$ cat config.mk
export PLATFORM = sky130hd
export DESIGN_NAME = ptos_lane_arbiter
export DESIGN_NICKNAME = d
export VERILOG_FILES = /design/src/rtl/ptos_pkg.sv /design/src/rtl/ptos_lane_arbiter_rr.sv /design/src/rtl/ptos_lane_arbiter.sv
export SDC_FILE = /design/constraint.sdc
export NUM_CORES = 1
export LEC_CHECK = 0
export CORE_AREA = 4 4 71 73
export CTS_CLUSTER_SIZE = 16
export DETAILED_ROUTE_END_ITERATION = 16
export DIE_AREA = 0 0 75 77
export PLACE_DENSITY = 0.9
export SLEW_MARGIN = 20
export SYNTH_ARGS = -nofsm -noshare
export SYNTH_HDL_FRONTEND = slang
export SYNTH_HIERARCHICAL = 1
export SYNTH_SLANG_ARGS = --single-unit
export TNS_END_PERCENT = 1
$ cat constraint.sdc
create_clock -name clk -period 4.2 [get_ports clk]
set_clock_uncertainty 0.15 [all_clocks]
set_input_delay 0.84 -clock clk [delete_from_list [all_inputs] [get_ports clk]]
set_output_delay 0.84 -clock clk [all_outputs]
set_load 0.01 [all_outputs]
$ cat src/rtl/ptos_pkg.sv
// Shared constants and state encoding for the PTOS lane arbiter.
package ptos_pkg;

  localparam logic [7:0] COMMA_SYM = 8'hBC;  // idle / alignment symbol
  localparam logic [3:0] TAG_PFX   = 4'hF;   // upper nibble of the grant tag byte

  typedef enum logic [1:0] {
    ST_SYNC = 2'd0,
    ST_IDLE = 2'd1,
    ST_DATA = 2'd2
  } state_e;

endpackage

$ cat src/rtl/ptos_lane_arbiter_rr.sv
// Round-robin selector: picks the first active request after last_i, wrapping.
module rr_arbiter #(
  parameter  int NREQ = 4,
  localparam int IDW  = (NREQ > 1) ? $clog2(NREQ) : 1
) (
  input  logic [NREQ-1:0] req_i,
  input  logic [IDW-1:0]  last_i,
  output logic [NREQ-1:0] gnt_o,
  output logic [IDW-1:0]  id_o
);

  logic           found;
  logic [IDW-1:0] idx;

  // Scan last+1 .. last+NREQ (mod NREQ); the last grant has lowest priority.
  always_comb begin
    gnt_o = '0;
    id_o  = '0;
    found = 1'b0;
    idx   = '0;
    for (int k = 1; k <= NREQ; k++) begin
      idx = IDW'((int'(last_i) + k) % NREQ);
      if (!found && req_i[idx]) begin
        found      = 1'b1;
        gnt_o[idx] = 1'b1;
        id_o       = idx;
      end
    end
  end

endmodule

$ cat src/rtl/ptos_lane_arbiter.sv
// Shares one byte lane into a parallel-to-serial converter among NREQ
// requesters: comma sync after reset, tagged round-robin packets, pause
// bubbles, and forced release after MAX_PKT bytes.
module ptos_lane_arbiter
  import ptos_pkg::*;
#(
  parameter  int         NREQ     = 4,
  parameter  int         SYNC_CNT = 4,
  parameter  int         MAX_PKT  = 16,
  parameter  logic [7:0] COMMA    = COMMA_SYM,
  localparam int         IDW      = (NREQ > 1) ? $clog2(NREQ) : 1
) (
  input  logic              clk,
  input  logic              reset,
  input  logic [8*NREQ-1:0] req_data,
  input  logic [NREQ-1:0]   req_valid,
  input  logic [NREQ-1:0]   req_eop,
  output logic [NREQ-1:0]   req_ready,
  input  logic              pause,
  output logic [7:0]        out_data,
  output logic              out_valid,
  output logic [IDW-1:0]    grant_id,
  output logic              sync_done,
  output logic              trunc
);

  localparam int SCW = $clog2(SYNC_CNT + 1);
  localparam int BCW = $clog2(MAX_PKT + 1);

  state_e         state_q;
  logic [IDW-1:0] grant_q, last_q;
  logic [SCW-1:0] sync_cnt_q;
  logic [BCW-1:0] byte_cnt_q;
  logic [7:0]     out_data_q;
  logic           out_valid_q, sync_done_q, trunc_q;
  logic           gap_q;  // forces one comma cycle between packets

  logic [NREQ-1:0] rr_gnt;
  logic [IDW-1:0]  rr_id;
  logic [7:0]      cur_data;
  logic            cur_valid, cur_eop, accept;

  rr_arbiter #(.NREQ(NREQ)) u_rr (
    .req_i  (req_valid),
    .last_i (last_q),
    .gnt_o  (rr_gnt),
    .id_o   (rr_id)
  );

  // Select the owner's byte and raise ready only for the owner in DATA.
  always_comb begin
    cur_data  = '0;
    cur_valid = 1'b0;
    cur_eop   = 1'b0;
    req_ready = '0;
    for (int i = 0; i < NREQ; i++) begin
      if (grant_q == IDW'(i)) begin
        cur_data     = req_data[i*8 +: 8];
        cur_valid    = req_valid[i];
        cur_eop      = req_eop[i];
        req_ready[i] = (state_q == ST_DATA) && !pause;
      end
    end
  end

  assign accept = cur_valid && (state_q == ST_DATA) && !pause;

  // Lane FSM with registered outputs; every non-data cycle emits a comma.
  always_ff @(posedge clk or posedge reset) begin
    if (reset) begin
      state_q     <= ST_SYNC;
      grant_q     <= '0;
      last_q      <= IDW'(NREQ - 1);
      sync_cnt_q  <= '0;
      byte_cnt_q  <= '0;
      out_data_q  <= COMMA;
      out_valid_q <= 1'b0;
      sync_done_q <= 1'b0;
      trunc_q     <= 1'b0;
      gap_q       <= 1'b0;
    end else begin
      trunc_q     <= 1'b0;
      out_data_q  <= COMMA;
      out_valid_q <= 1'b0;
      case (state_q)
        ST_SYNC: begin
          if (sync_cnt_q == SCW'(SYNC_CNT - 1)) begin
            state_q     <= ST_IDLE;
            sync_done_q <= 1'b1;
            sync_cnt_q  <= '0;
          end else begin
            sync_cnt_q <= sync_cnt_q + 1'b1;
          end
        end
        ST_IDLE: begin
          gap_q <= 1'b0;
          if (!gap_q && (|rr_gnt) && !pause) begin
            grant_q     <= rr_id;
            byte_cnt_q  <= '0;
            out_data_q  <= {TAG_PFX, 4'(rr_id)};
            out_valid_q <= 1'b1;
            state_q     <= ST_DATA;
          end
        end
        ST_DATA: begin
          if (accept) begin
            out_data_q  <= cur_data;
            out_valid_q <= 1'b1;
            if (cur_eop || byte_cnt_q == BCW'(MAX_PKT - 1)) begin
              state_q    <= ST_IDLE;
              last_q     <= grant_q;
              gap_q      <= 1'b1;
              byte_cnt_q <= '0;
              trunc_q    <= !cur_eop;
            end else begin
              byte_cnt_q <= byte_cnt_q + 1'b1;
            end
          end
        end
        default: state_q <= ST_SYNC;
      endcase
    end
  end

  assign out_data  = out_data_q;
  assign out_valid = out_valid_q;
  assign grant_id  = grant_q;
  assign sync_done = sync_done_q;
  assign trunc     = trunc_q;

endmodule

==> results.cfg <==
[sta]
fin_crit_ps = 3959
hold_slack_ps = 329.7
finalHoldViolations = 0
finalSetupViolCount = 0
fin_tns_setup_ps = 0
slew_violations = 0
fmax_ghz = 0.2526
tightest_slew_ps = 939.4
rsz0062_at_grt = no
fin_crit_sh = 0.9425
max_slew_margin = 0.3731

[grt]
grt_max_degree = 27
grt_overflow_total = 0
antenna_found_initial = 0
grt_pass1_wl_um = 7962
grt_pass1_vias = 1755
grt_usage = 0.1737

[drt]
drc = 0
drt-total-wl_um = 4984
first_pass_iters = 5
wire_per_inst_um = 16.29
route.antenna.remaining_nets = 0
avgViaCountPerCell = 5.899
vias = 1805
drt_iter0_drc = 67

[worst_hold_path]
hold_path.class = reg2reg

[power_and_ir_drop]
p_clk_frac = 0.126
p_leak_nw = 1.115
switchingPower_mw = 0.6630
power_density_nw_per_um2 = 592.4
p_seq_frac = 0.294
pwr-share-comb = 0.580
switching_share = 0.4064
internal_power_mw = 0.9685
vdd_drop_max_mv = 0.2711

[clock_tree]
cts_resized = 0
clock_latency_ps = 270
clkTransAtPathRegs_ps = 90
post_cts_buffers = 0
h-tree-depth = 1
cts_inserted_buffers = 3
cts.path.max_buffers = 2
cts_tree = built
holdBufCountCts = 0
clock-sinks = 26
cts_root_buf = clkbuf_8

[synthesis]
synth_common_cells = 20 x nand2_1, 19 x dfrtp_1, 15 x ha_1
synth_edf_count = 0
synthTopCellsByArea = dfrtp_1 23%, mux4_2 11%, ha_1 9.0%
synthFlopType = dfrtp_1
synthCells = 198
synth_cell_type_count = 52
yosys.cell_count.top_type = nand2_1
synthArstFlopShare = 1.000
syn_avg_cell_area_um2 = 10.54
yosysTopAreaCell = dfrtp_1
synth-seq-area-share = 0.3159
syn_nets = 256
syn_area_um2 = 2087
ys_seq_elements = 26
synth_warnings = 6
yosys.area.top_type_share = 0.2278

[finish]
diodes = 0
post-route-util = 0.6325
drive_above_1_share = 0.1654
area.growth.synth_to_final_pct = 31.95
layout.nets = 313
fin_area_um2 = 2754

[worst_setup_path]
startpoint_type = register
required_ps = 4210
arrival_ps = 3970
criticalPathCategory = reg2reg
critical_path.max_fanout = 20
critPathCaptureType = register

[floorplan]
rows = 24
die_area_um2 = 5775
initial_core_util = 0.4793
boundaryPins = 60
core_um2 = 4354
die_h_um = 77
die_w_um = 75

[place]
place_congestion = 0.9493
io_buffers = 59
placed_cell_area_um2 = 2683
hpwlAfterDp_um = 3878

[job]
max_cap_viol_count = 0

[status]
status = finished, final reports clean
-- per-stage QoR --
step | setup slack, ps | std cells | total power [mW]
after floorplan | 739.9 | 198 | 1.141
after detailed placement | 100.5 | 302 | 1.426
after global placement | 180.9 | 302 | 1.391
after CTS | 263.8 | 306 | 1.638
after global routing | 36.52 | 306 | 1.751
final | 241.4 | 306 | 1.631
-- worst max-delay path: stages (launching register included) --
cell     delay (ps)
dfstp_2         770
inv_1           190
ha_1            530
mux4_2          450
nand2_1         100
o21ai_0         110
a221o_2         310
nor4_1          360
buf_4           190
o32a_1          270
or2_0           310
o31ai_1         110
-- power by group through the flow --
stage,Clock (mW),Sequential [mW],Combinational [mW]
2_1_floorplan,0,0.428,0.713
3_3_place_gp,0,0.483,0.909
3_5_place_dp,0,0.488,0.937
4_1_cts,0.210,0.484,0.945
5_1_grt,0.218,0.498,1.03
6_report,0.206,0.480,0.945
-- placed cells by master (no fill, tap or decap), types with 3 or more instances in the layout --
| cell | n |
|---|---|
| clkdlybuf4s50_1 | 59 |
| nand2_1 | 20 |
| dfrtp_1 | 19 |
| ha_1 | 15 |
| o21ai_0 | 14 |
| inv_1 | 12 |
| mux4_2 | 10 |
| nor2b_1 | 8 |
| dfstp_2 | 7 |
| nor2_1 | 6 |
| mux2_2 | 6 |
| nand3_1 | 4 |
| nor3_1 | 4 |
| buf_4 | 4 |
| a221o_2 | 4 |
| nor4_1 | 3 |
| nand2b_1 | 3 |
| o31ai_1 | 3 |
| mux2i_1 | 3 |
| a21oi_1 | 3 |
| clkbuf_8 | 3 |
| a22oi_1 | 3 |
-- registers in the layout, summed over array words and instances (netlist names) --
| name | flops |
|---|---|
| state_q | 2 |
| out_data | 8 |
| byte_cnt_q | 5 |
| grant_id | 2 |
| sync_cnt_q | 3 |
| sync_done | 1 |
| gap_q | 1 |
| trunc | 1 |
| last_q | 2 |
| out_valid | 1 |
-- cells by family (layout without fill, tap and decap cells) --
| kind of cell | count (synthesis) | after routing | synth area share |
|---|---|---|---|
| simple gates | 66 | 66 | 0.1799 |
| compound gates | 47 | 47 | 0.1697 |
| flops | 26 | 26 | 0.3160 |
| buf+inv | 23 | 79 | 0.06474 |
| mux | 21 | 21 | 0.1799 |
| fa+ha+maj | 15 | 15 | 0.08993 |
-- layout make-up --
type / count / area, um2
well taps: 52 / 65.06
clock buffers: 3 / 41.29
multi-input cells: 149 / 1292
fillers: 345 / 1600
clock inverters: 1 / 30.03
inverters: 12 / 45.04
flip-flops and latches: 26 / 659.4
repair buffers: 63 / 620.6
-- path summary, 6_finish.rpt --
check	start	to	slack, ps	depth (start not counted)
max	last_q[0]	byte_cnt_q[1]	240	11
min reg2reg	sync_done	sync_done	330	1
min	sync_done	sync_done	330	1
max reg2reg	last_q[0]	byte_cnt_q[1]	240	11
max in group asynchronous	reset	grant_id[1]	2400	2
min in group asynchronous	reset	state_q[0]	930	2
-- metal layers --
layer | share of wire | global-route usage
met1 | 0.43 | 0.2346
met2 | 0.46 | 0.2840
met3 | 0.10 | 0.02745
met4 | 0.014 | 0.04804
met5 | 0 | 0
Power figures use the tool's default switching activity.
